`src/rtl/uart_rx_engine.sv`:
```
// Self-timed oversampling UART receiver: start validation, 3-sample majority vote,
// parity/framing/break/overrun detection and a single-entry holding register.
module uart_rx_engine #(
   parameter int OVERSAMPLE  = 16,
   parameter int SYNC_STAGES = 2
) (
   input  logic       pclk,
   input  logic       presetn,
   input  logic       utrrst,
   input  logic       sample_tick,
   input  logic       uart_rxd,
   input  logic       loop_txd,
   input  logic       loop,
   input  logic [1:0] wls,
   input  logic       stb,
   input  logic       pen,
   input  logic       eps,
   input  logic       sp,
   input  logic       rx_read,
   output logic [7:0] rx_data,
   output logic       rx_valid,
   output logic       parity_error,
   output logic       frame_error,
   output logic       break_int,
   output logic       overrun_error,
   output logic       rx_busy
);

   localparam int CW = $clog2(OVERSAMPLE);
   localparam logic [CW-1:0] CNT_HALF = CW'(OVERSAMPLE / 2 - 1);
   localparam logic [CW-1:0] CNT_V0   = CW'(OVERSAMPLE - 3);
   localparam logic [CW-1:0] CNT_V1   = CW'(OVERSAMPLE - 2);
   localparam logic [CW-1:0] CNT_LAST = CW'(OVERSAMPLE - 1);

   typedef enum logic [2:0] {
      S_IDLE, S_START, S_DATA, S_PARITY, S_STOP1, S_STOP2, S_BRK_WAIT
   } state_t;

   logic [SYNC_STAGES-1:0] sync_q, sync_d;
   state_t                 state_q, state_d;
   logic [CW-1:0]          cnt_q, cnt_d;
   logic [2:0]             bit_idx_q, bit_idx_d;
   logic [7:0]             shift_q, shift_d;
   logic [1:0]             samp_q, samp_d;
   logic                   zero_q, zero_d;
   logic                   pe_frame_q, pe_frame_d;
   logic                   fe_frame_q, fe_frame_d;
   logic [7:0]             rx_data_q, rx_data_d;
   logic                   valid_q, valid_d;
   logic                   pe_q, pe_d;
   logic                   fe_q, fe_d;
   logic                   bi_q, bi_d;
   logic                   oe_q, oe_d;

   logic       rxd_s;
   logic       cnt_last;
   logic       bit_val;
   logic       exp_par;
   logic [2:0] last_idx;
   logic       complete;
   logic       frame_brk;
   logic       frame_fe;

   assign rxd_s    = sync_q[SYNC_STAGES-1];
   assign cnt_last = (cnt_q == CNT_LAST);
   assign bit_val  = (samp_q[0] & samp_q[1]) | (samp_q[0] & rxd_s) | (samp_q[1] & rxd_s);
   assign exp_par  = sp ? ~eps : (eps ? ^shift_q : ~^shift_q);
   assign last_idx = {1'b0, wls} + 3'd4;

   always_comb begin
      sync_d = {sync_q[SYNC_STAGES-2:0], (loop ? loop_txd : uart_rxd)};
      if (utrrst) begin
         sync_d = '1;
      end
   end

   always_comb begin
      state_d    = state_q;
      cnt_d      = cnt_q;
      bit_idx_d  = bit_idx_q;
      shift_d    = shift_q;
      samp_d     = samp_q;
      zero_d     = zero_q;
      pe_frame_d = pe_frame_q;
      fe_frame_d = fe_frame_q;
      rx_data_d  = rx_data_q;
      valid_d    = valid_q;
      pe_d       = pe_q;
      fe_d       = fe_q;
      bi_d       = bi_q;
      oe_d       = oe_q;
      complete   = 1'b0;
      frame_brk  = 1'b0;
      frame_fe   = 1'b0;

      if (sample_tick) begin
         case (state_q)
            S_IDLE: begin
               if (!rxd_s) begin
                  state_d = S_START;
                  cnt_d   = '0;
               end
            end
            S_START: begin
               if (cnt_q == CNT_HALF) begin
                  if (rxd_s) begin
                     state_d = S_IDLE;
                  end else begin
                     state_d    = S_DATA;
                     cnt_d      = '0;
                     bit_idx_d  = '0;
                     shift_d    = '0;
                     zero_d     = 1'b1;
                     pe_frame_d = 1'b0;
                     fe_frame_d = 1'b0;
                  end
               end else begin
                  cnt_d = cnt_q + 1'b1;
               end
            end
            S_DATA, S_PARITY, S_STOP1, S_STOP2: begin
               cnt_d = cnt_last ? '0 : cnt_q + 1'b1;
               if (cnt_q == CNT_V0) samp_d[0] = rxd_s;
               if (cnt_q == CNT_V1) samp_d[1] = rxd_s;
               if (cnt_last) begin
                  if (bit_val) zero_d = 1'b0;
                  case (state_q)
                     S_DATA: begin
                        shift_d[bit_idx_q] = bit_val;
                        bit_idx_d          = bit_idx_q + 3'd1;
                        if (bit_idx_q == last_idx) begin
                           state_d = pen ? S_PARITY : S_STOP1;
                        end
                     end
                     S_PARITY: begin
                        pe_frame_d = (bit_val != exp_par);
                        state_d    = S_STOP1;
                     end
                     S_STOP1: begin
                        fe_frame_d = ~bit_val;
                        // An all-zero frame (data, parity and stop) is a line break.
                        if (zero_q && !bit_val) begin
                           complete  = 1'b1;
                           frame_brk = 1'b1;
                           frame_fe  = 1'b1;
                           state_d   = S_BRK_WAIT;
                        end else if (stb) begin
                           state_d = S_STOP2;
                        end else begin
                           complete = 1'b1;
                           frame_fe = ~bit_val;
                           state_d  = S_IDLE;
                        end
                     end
                     default: begin
                        complete = 1'b1;
                        frame_fe = fe_frame_q;
                        state_d  = S_IDLE;
                     end
                  endcase
               end
            end
            S_BRK_WAIT: begin
               if (rxd_s) state_d = S_IDLE;
            end
            default: state_d = S_IDLE;
         endcase
      end

      // A read coinciding with completion frees the register for the new character.
      if (complete) begin
         if (!valid_q || rx_read) begin
            rx_data_d = frame_brk ? 8'h00 : shift_d;
            valid_d   = 1'b1;
            pe_d      = pe_frame_d;
            fe_d      = frame_fe;
            bi_d      = frame_brk;
            oe_d      = 1'b0;
         end else begin
            oe_d = 1'b1;
         end
      end else if (rx_read && valid_q) begin
         valid_d = 1'b0;
         pe_d    = 1'b0;
         fe_d    = 1'b0;
         bi_d    = 1'b0;
         oe_d    = 1'b0;
      end

      if (utrrst) begin
         state_d    = S_IDLE;
         cnt_d      = '0;
         bit_idx_d  = '0;
         shift_d    = '0;
         samp_d     = '0;
         zero_d     = 1'b0;
         pe_frame_d = 1'b0;
         fe_frame_d = 1'b0;
         rx_data_d  = '0;
         valid_d    = 1'b0;
         pe_d       = 1'b0;
         fe_d       = 1'b0;
         bi_d       = 1'b0;
         oe_d       = 1'b0;
      end
   end

   always_ff @(posedge pclk or negedge presetn) begin
      if (!presetn) begin
         sync_q     <= '1;
         state_q    <= S_IDLE;
         cnt_q      <= '0;
         bit_idx_q  <= '0;
         shift_q    <= '0;
         samp_q     <= '0;
         zero_q     <= 1'b0;
         pe_frame_q <= 1'b0;
         fe_frame_q <= 1'b0;
         rx_data_q  <= '0;
         valid_q    <= 1'b0;
         pe_q       <= 1'b0;
         fe_q       <= 1'b0;
         bi_q       <= 1'b0;
         oe_q       <= 1'b0;
      end else begin
         sync_q     <= sync_d;
         state_q    <= state_d;
         cnt_q      <= cnt_d;
         bit_idx_q  <= bit_idx_d;
         shift_q    <= shift_d;
         samp_q     <= samp_d;
         zero_q     <= zero_d;
         pe_frame_q <= pe_frame_d;
         fe_frame_q <= fe_frame_d;
         rx_data_q  <= rx_data_d;
         valid_q    <= valid_d;
         pe_q       <= pe_d;
         fe_q       <= fe_d;
         bi_q       <= bi_d;
         oe_q       <= oe_d;
      end
   end

   assign rx_data       = rx_data_q;
   assign rx_valid      = valid_q;
   assign parity_error  = pe_q;
   assign frame_error   = fe_q;
   assign break_int     = bi_q;
   assign overrun_error = oe_q;
   assign rx_busy       = (state_q != S_IDLE);

endmodule
```
`config.mk`:
```
export PLATFORM = sky130hd
export DESIGN_NAME = uart_rx_engine
export DESIGN_NICKNAME = d
export VERILOG_FILES = /design/src/rtl/uart_rx_engine.sv
export SDC_FILE = /design/constraint.sdc
export NUM_CORES = 1
export LEC_CHECK = 0
export ABC_AREA = 1
export CAP_MARGIN = 20
export CORE_MARGIN = 2
export CORE_UTILIZATION = 35
export DETAILED_ROUTE_END_ITERATION = 12
export GPL_ROUTABILITY_DRIVEN = 0
export HOLD_SLACK_MARGIN = 0.02
export PLACE_DENSITY = 0.59
export SYNTH_ARGS = -nofsm -noshare
export SYNTH_HDL_FRONTEND = slang
export SYNTH_SLANG_ARGS = --single-unit
```
`constraint.sdc`:
```
create_clock -name pclk -period 4.65 [get_ports pclk]
set_input_delay 1.395 -clock pclk [delete_from_list [all_inputs] [get_ports pclk]]
set_output_delay 1.395 -clock pclk [all_outputs]
set_load 0.02 [all_outputs]
```
Word-level counts from Yosys, hierarchy flattened --
Index checks and enable logic that the tools add are counted. Widths: inputs -> output; s select.
Storage, ports and cells: output and inout bits 14, logic and storage cells 183, flip-flop bits (word level) 38
Cells by class: equality and inequality tests 22, order comparisons 2, bitwise gates (word level) 7, muxes and demuxes 103, reduce and logical (&&, ||, !) cells 30, add/subtract/negate cells 3
Operators with widths (number):
- $mux 8 | 10
- $mux 1 | 55
- $mux 3 | 16
- $ne 3x3->1 const B | 8
- $reduce_and 6->1 | 4
- $mux 4 | 5
- $pmux 8 s2 | 1
- $eq 4x4->1 const B | 3
- $pmux 3 s4 | 1
- $pmux 4 s3 | 1
- $reduce_bool 2->1 | 6
- $mux 2 | 5
- $pmux 1 s2 | 5
- $eq 3x3->1 const B | 3
- $pmux 3 s3 | 1
- $reduce_bool 3->1 | 3
- $bwmux 8 | 1
- $reduce_xnor 8->1 | 1
- $reduce_xor 8->1 | 1
- $eq 3x2->1 const B | 2
- $pmux 3 s2 | 1
- $reduce_and 2->1 | 3
- $reduce_and 3->1 | 2
- $add 4x1->4 const B | 1
- other kinds (21) | 28

Logic depth before layout (Yosys ltp) --
Gate-level depths: netlist (run 1).
depth in word-level cells 14, mapped depth 13

Worst setup path before layout (run 1) --
OpenSTA, ideal clock, no wires.
path kind input port to flip-flop, start in stb, end reg rx_data_q[0], in the netlist rx_data[0], cell stages on the path 7, arrival time 2323 ps, setup slack 2209 ps, path through nand3_1 -> a21oi_1 -> nor2_4 -> o21ai_4 -> or2_1 -> buf_6 -> o21ai_2
Between the ends: word-level cells in the longest chain between the ends 8
RTL lines:
- start, declared | line 15 | input logic stb,
- $mux 1 | line 147 | end else if (stb) begin
- $mux 1 | line 142 | if (zero_q && !bit_val) begin
- $pmux 1 s2 | line 127 | case (state_q)
- $mux 1 | line 125 | if (cnt_last) begin
- $mux 1 | line 97 | case (state_q)
- $mux 1 | line 96 | if (sample_tick) begin
- $reduce_bool 2->1 (no source line)
- $reduce_and 2->1 (no source line)
- end signal, assigned | line 235 | rx_data_q <= rx_data_d;
- end, declared | line 48 | logic [7:0] rx_data_q, rx_data_d;
No other way between the ends. A chain may end at the register's enable or synchronous reset.

Worst setup path after layout (run 1) --
start reg state_q[2], end out rx_busy
Between the ends: word-level cells in the longest chain between the ends 1
RTL lines:
- start, declared | line 40 | state_t state_q, state_d;
- start signal, assigned | line 227 | state_q <= state_d;
- $reduce_bool 3->1 | line 250 | assign rx_busy = (state_q != S_IDLE);
- end, declared | line 26 | output logic rx_busy
No other way between the ends.

==> results by group, run 1 <==
Outcome
  • Outcome: finished, final reports clean

Synthesis
  • Netlist cell types: 41
  • Mapped Cells: 345
  • Flops & latches, synth: 38
  • Synth warnings: 0
  • Post-synthesis sequential area ratio: 39.1%
  • Mapped Avg Cell Area: 7.07 µm²
  • Synth Net Count: 363
  • Mapped Area: 2440 µm²

Setup path
  • CP bufs+invs: 1
  • CP max-delay cell: clkdlybuf4s50_1
  • Worst reg2reg path depth: 8
  • Max FO, Critical Path: 7
  • Top delay family on crit path: buffers and inverters
  • Reg-to-reg slack, setup: 2.29 ns
  • Worst setup EP type: output port
  • CP Data Required Time: 3.25 ns
  • Reg2reg end: rx_data[6]
  • WP data arrival: 1.63 ns
  • Critical path class: reg2out
  • R2r startpoint: sync_q[1]
  • Worst path max stage delay: 0.55 ns
  • Startpoint Class: flop
  • Worst-path cell chain: nor2_2 -> nand2_1 -> clkdlybuf4s50_1

Die
  • Vert. Die Dim: 87.5 µm
  • Die footprint: 7650 µm²
  • I/O pins: 28
  • Core area: 6760 µm²
  • Die width: 87.5 µm
  • Starting Density: 36.1%
  • Rows: 30

Job
  • Max cap viols: 0

Final layout
  • Ant. Diodes: 0
  • Final net count: 392
  • # fillers: 698
  • Fraction of layout cells with a size suffix above 1: 9.07%
  • Finished Layout Cells: 455
  • Area grow syn2layout: 17.3%

Clocking
  • Post-CTS sizing: 0
  • Post-CTS Setup Bufs: 0
  • Htree depth: 2
  • CTS buffer count: 5
  • Clock Latency Late Sink: 0.29 ns
  • Hold-fix buffers, CTS: 0
  • Maximum root-to-sink buffer count: 2
  • Clock Sink Count: 38
  • Root buf cell: clkbuf_8
  • CTS tree: yes
  • Clock transition at the registers of the reported paths: 0.07 ns

GRT
  • Largest net degree at the start of global routing: 39
  • Vias in the first global route: 2228
  • GRT Residual Overflow: 0
  • Initial antenna violation count: 0
  • Met2 Use GR: 28.4%
  • Met1 usage: 22.9%
  • Global routing usage on met3: 3.13%
  • Global routing's busiest layer: met2
  • First-pass GRT wire length: 10400 µm
  • GRT Util Overall: 17.2%

Placed design
  • Place WS: 1.33 ns
  • Post-DP HPWL: 4490 µm
  • Placed Cells: 447
  • Port Buffer Count: 27

Pwr
  • Pwr Density: 257 nW/µm²
  • Lkg Pwr: 0.00142 µW
  • Total Power: 736 µW
  • Peak VDD IR: 0.000206 V

Timing
  • Rel. slew slack: 42.1%
  • Worst setup margin: 1.62 ns
  • Slew @ Worst Pin: 0.869 ns
  • Final Max Slew Viols: 0
  • Hold_ws: 0.484 ns
  • RSZ-0062 raised after global routing: no
  • Setup TNS: 0 ns
  • Fin. Hold Viols: 0
  • Fin crit period: 3.03 ns
  • Final period util: 65.1%
  • F_max: 331 MHz
  • Setup Viol. Count Final: 0
  • Worst Skew: 0.00755 ns

Route
  • Via count: 2251
  • Routed WL: 5780 µm
  • Drt via density: 4.95
  • Drt first pass iters: 4
  • Antenna-violating nets left: 0
  • DR iter-0 viols: 89
  • Wire per inst: 12.7 µm
  • Residual DRC: 0

Min path
  • Hold Path End: rx_data[7]
  • Hold Path Class: reg2reg
  • HP Start: rx_data[7]
  • Hold path cells: 2
cells in the final DEF, fill, tap and decap left out, types with 2 or more instances in the layout:
cell,instances
nor2_1,25
a21oi_1,9
or2_1,2
clkbuf_8,5
xnor2_1,2
inv_2,3
nand4_1,2
clkinv_2,2
nand2_1,104
clkdlybuf4s50_1,26
dfstp_2,2
o22ai_1,5
o21ai_2,8
o211ai_1,2
nand2_2,2
inv_1,53
o31ai_1,2
nand3_1,27
dfrtp_1,36
xor2_1,2
o21ai_0,25
nor2_4,4
nor3_1,2
ha_1,4
o32ai_1,2
o21ai_1,2
worst max path at each step:
stage | from | endpoint | slack (ns) | cells after the start
4_1_cts | state_q[2] | rx_busy | 1.62 | 3
2_1_floorplan | stb | rx_data[0] | 2.21 | 7
3_3_place_gp | stb | rx_data[6] | 1.37 | 7
5_1_grt | utrrst | rx_data[5] | 1.46 | 6
3_5_place_dp | utrrst | rx_data[6] | 1.33 | 6
6_report | state_q[2] | rx_busy | 1.62 | 3
state kept, by name (all words and copies together) (netlist names):
name and count:
state_q 3, frame_error 1, overrun_error 1, rx_data 8
rx_valid 1, cnt_q 4, fe_frame_q 1, break_int 1
parity_error 1, bit_idx_q 3, zero_q 1, samp_q 2
pe_frame_q 1, shift_q 8, sync_q 2
logic make-up after synthesis:
group	Yosys count	share of synthesized area, %
simple gates	174	31.2
buf+inv	63	10.2
compound gates	62	16.1
fa+ha+maj	4	2.05
flops	38	39.1
xor+xnor	4	1.44
synthesized netlist by cell type:
library cell | instances | area (µm²)
nand2_1 | 104 | 390
inv_1 | 53 | 199
dfrtp_1 | 36 | 901
nand3_1 | 27 | 135
nor2_1 | 25 | 93.8
o21ai_0 | 25 | 125
a21oi_1 | 9 | 45.0
o21ai_2 | 8 | 70.1
o22ai_1 | 5 | 31.3
ha_1 | 4 | 50.1
nor2_4 | 4 | 45.0
inv_2 | 3 | 11.3
buf_2 | 2 | 10.0
clkbuf_1 | 2 | 7.51
dfstp_2 | 2 | 52.6
nand2_2 | 2 | 12.5
nand4_1 | 2 | 12.5
nor3_1 | 2 | 10.0
o211ai_1 | 2 | 15.0
o21ai_1 | 2 | 10.0
o31ai_1 | 2 | 15.0
o32ai_1 | 2 | 17.5
or2_1 | 2 | 12.5
xnor2_1 | 2 | 17.5
xor2_1 | 2 | 17.5
a211oi_1 | 1 | 7.51
a21oi_2 | 1 | 8.76
a31oi_1 | 1 | 6.26
a32oi_1 | 1 | 8.76
a41oi_1 | 1 | 8.76
buf_6 | 1 | 11.3
clkbuf_2 | 1 | 5.00
clkinv_1 | 1 | 3.75
nand2_4 | 1 | 11.3
nand3b_1 | 1 | 7.51
nor2_2 | 1 | 6.26
nor3_2 | 1 | 10.0
nor3b_1 | 1 | 7.51
o21a_1 | 1 | 7.51
o21ai_4 | 1 | 16.3
or2_2 | 1 | 6.26
area by class of cell:
type | instances | area [µm²] | area share (%)
tap | 80 | 100 | 3.50
timing repair buffer | 28 | 273 | 9.53
sequential | 38 | 953 | 33.3
clock buffer | 6 | 72.6 | 2.54
multi-input combinational | 244 | 1240 | 43.3
inverter | 57 | 214 | 7.48
clock inverter | 2 | 10.0 | 0.350
metrics by stage:
| step | area, µm² | utilization, % |
|---|---|---|
| floorplan | 2440 | - |
| global placement | 2780 | 41.1 |
| detailed placement | 2780 | 41.1 |
| CTS | 2860 | 42.4 |
| global route | 2860 | 42.4 |
| finish | 2860 | 42.4 |
power by group:
part | internal (µW) | switching (µW) | total [µW]
clock network | 104 | 118 | 222
registers | 344 | 14.2 | 358
logic | 52.5 | 104 | 156
total | 500 | 236 | 736
routing by layer:
layer | part of all wire [%] | wire (µm) | vias up
met5 | 0 | 0 | -
met3 | 4.1 | 235 | 6
met2 | 47 | 2730 | 41
li1 | - | - | 1158
met4 | 1.3 | 76 | 0
met1 | 47 | 2740 | 1046
worst reg2reg max path, cell delays in order (launching register included):
cell	delay (ns)
dfstp_2	0.57
nand2_1	0.06
nand2_1	0.07
nand2_1	0.26
a21oi_1	0.43
nor2_4	0.11
o21ai_4	0.24
or2_1	0.43
o21ai_2	0.08
Note: power is estimated with default switching activity, not from simulation.
==> run 2, diff against run 1 <==
==> constraint.sdc (replaced) <==
create_clock -name pclk -period 2.8 [get_ports pclk]
set_input_delay 0.84 -clock pclk [delete_from_list [all_inputs] [get_ports pclk]]
set_output_delay 0.84 -clock pclk [all_outputs]
set_load 0.02 [all_outputs]
==> run 2 against run 1 <==
Worst setup slack lost 1.3 ns. Final cell count grew 0.66%. Non-clock buffer count grew 3. Global-route usage shrank 1.2 points. Critical path type unchanged. Count of clock-buffer cells in the layout grew 1. Largest power group unchanged. Sequential power grew 66%. Sequential share of layout area shrank 0.64 points.
==> results by group, run 2 (synthesis results as in run 1) <==
Die
  • Die width: 87.5 µm (unchanged)
  • I/O pins: 28 (unchanged)
  • Vert. Die Dim: 87.5 µm (unchanged)
  • Core area: 6760 µm² (unchanged)
  • Die footprint: 7650 µm² (unchanged)
  • Starting Density: 36.1% (unchanged)
  • Rows: 30 (unchanged)

Clocking
  • Hold-fix buffers, CTS: 0 (unchanged)
  • Clock transition at the registers of the reported paths: 0.08 ns (about the same)
  • Post-CTS sizing: 0 (unchanged)
  • Clock Latency Late Sink: 0.29 ns (about the same)
  • Maximum root-to-sink buffer count: 2 (unchanged)
  • Clock Sink Count: 38 (unchanged)
  • Root buf cell: clkbuf_8
  • Htree depth: 2 (unchanged)
  • Post-CTS Setup Bufs: 0 (unchanged)
  • CTS buffer count: 5 (unchanged)
  • CTS tree: yes

GRT
  • Global routing's busiest layer: met2
  • Met1 usage: 20.7% (-2.2 points)
  • Global routing usage on met3: 3.32% (+0.19 points)
  • Largest net degree at the start of global routing: 39 (unchanged)
  • GRT Residual Overflow: 0 (unchanged)
  • Met2 Use GR: 26.5% (-1.9 points)
  • Initial antenna violation count: 0 (unchanged)
  • First-pass GRT wire length: 9680 µm (-6.6%)
  • Vias in the first global route: 2103 (-5.6%)
  • GRT Util Overall: 16.0% (-1.2 points)

Timing
  • Rel. slew slack: 42.8% (+0.71 points)
  • Final period util: 88.3%
  • Worst setup margin: 0.328 ns (-1.30 ns)
  • Setup TNS: 0 ns (unchanged)
  • Fin. Hold Viols: 0 (unchanged)
  • Worst Skew: 0.00766 ns (+0.000103 ns)
  • RSZ-0062 raised after global routing: no
  • Final Max Slew Viols: 0 (unchanged)
  • F_max: 404 MHz
  • Fin crit period: 2.47 ns
  • Slew @ Worst Pin: 0.858 ns (-0.0107 ns)
  • Setup Viol. Count Final: 0 (unchanged)

Final layout
  • Commonest non-fill, non-tap cell in the layout: nand2_1
  • Fraction of layout cells with a size suffix above 1: 9.79% (+0.72 points)
  • Ant. Diodes: 0 (unchanged)
  • Area grow syn2layout: 19.6%
  • Core Util, Final: 43.2% (+0.83 points)
  • Final net count: 395 (+0.77%)
  • Commonest cells after routing, fill and taps aside: nand2_1, inv_1, dfrtp_1
  • # fillers: 678 (-2.9%)
  • Finished Layout Cells: 458 (+0.66%)

Route
  • Drt first pass iters: 5 (+1)
  • DR iter-0 viols: 124 (+39%)
  • Routed WL: 5620 µm (-2.9%)
  • Drt via density: 4.98 (+0.67%)
  • Via count: 2281 (+1.3%)
  • Antenna-violating nets left: 0 (unchanged)
  • Wire per inst: 12.3 µm (-3.5%)
  • Residual DRC: 0 (unchanged)

Placed design
  • Place WS: 0.136 ns (-1.19 ns)
  • Post-DP HPWL: 4210 µm (-6.3%)
  • Port Buffer Count: 27 (unchanged)
  • Placed Cells: 450 (+0.67%)

Job
  • Max cap viols: 0 (unchanged)

Pwr
  • Pwr Density: 460 nW/µm² (+79%)
  • Peak VDD IR: 0.000230 V (+12%)
  • Lkg Pwr: 0.00145 µW (+2.0%)

Setup path
  • Critical path class: reg2out
  • Startpoint Class: flop
  • Worst-path cell chain: nor2_2 -> nand2_1 -> clkdlybuf4s50_1
  • WP data arrival: 1.63 ns (about the same)
  • CP max-delay cell: clkdlybuf4s50_1
  • Worst path max stage delay: 0.55 ns (about the same)
  • CP Data Required Time: 1.96 ns (-1.29 ns)
  • Worst setup EP type: output port
  • Max FO, Critical Path: 7 (unchanged)

Min path
  • Hold Path Class: reg2reg

Outcome
  • Outcome: finished, final reports clean
-- run 2: changes by cell type in the layout (fill, tap and decap cells not counted), sizes merged --
cell    change
buf         +3
bufinv      +1
clkbuf      +1
clkinv      -2
-- run 2: power by group --
group / total, µW / internal [µW] / switching, µW
clock: 486 / 291 / 195
sequential: 594 / 571 / 23.7
combinational: 261 / 90.1 / 171
-- run 2: critical path: cells and delay by family (launching register included) --
kind,cells,cell delay [ns]
flops,1,0.49
buf+inv,1,0.55
simple gates,2,0.31
-- run 2: cell type report --
| cell class | instances | area (µm²) | share of cell area, % |
|---|---|---|---|
| Clock buffer | 7 | 86.3 | 2.96 |
| Clock inverter | 1 | 30.0 | 1.03 |
| Inverter | 57 | 214 | 7.33 |
| Multi-Input combinational cell | 244 | 1240 | 42.5 |
| Sequential cell | 38 | 953 | 32.7 |
| Tap cell | 80 | 100 | 3.43 |
| Timing Repair Buffer | 31 | 295 | 10.1 |
-- run 2: final timing paths --
| path | startpoint | endpoint | slack [ns] | cells past startpoint |
|---|---|---|---|---|
| max in group asynchronous | presetn | zero_q | 1.60 | 1 |
| setup reg to reg | sync_q[1] | rx_data[4] | 0.57 | 8 |
| setup / recovery | state_q[2] | rx_busy | 0.33 | 3 |
| hold / removal | rx_data[7] | rx_data[7] | 0.48 | 2 |
| min in group asynchronous | presetn | state_q[1] | 0.65 | 1 |
| hold reg to reg | rx_data[7] | rx_data[7] | 0.48 | 2 |
-- run 2: routing by layer --
metal	vias to the layer above	part of all wire, %
met5	-	0
met4	0	1.5
met3	8	4.6
met2	49	47
met1	1050	47
li1	1174	-
-- run 2: stage by stage --
stage | power (µW) | cell area (µm²) | hold WS [ns]
floorplan | 777 | 2440 | 0.459
global placement | 865 | 2800 | 0.466
detailed placement | 866 | 2800 | 0.468
CTS | 1350 | 2920 | 0.486
global route | 1420 | 2920 | 0.507
finish | 1340 | 2920 | 0.481
==> run 3, diff against run 2 <==
--- a/config.mk
+++ b/config.mk
@@ -6,7 +6,6 @@
 export NUM_CORES = 1
 export LEC_CHECK = 0
 export ABC_AREA = 1
-export CAP_MARGIN = 20
 export CORE_MARGIN = 2
 export CORE_UTILIZATION = 35
 export DETAILED_ROUTE_END_ITERATION = 12
==> results of run 3 <==
No change in the layout: final DEF, timing and power equal those of run 2.
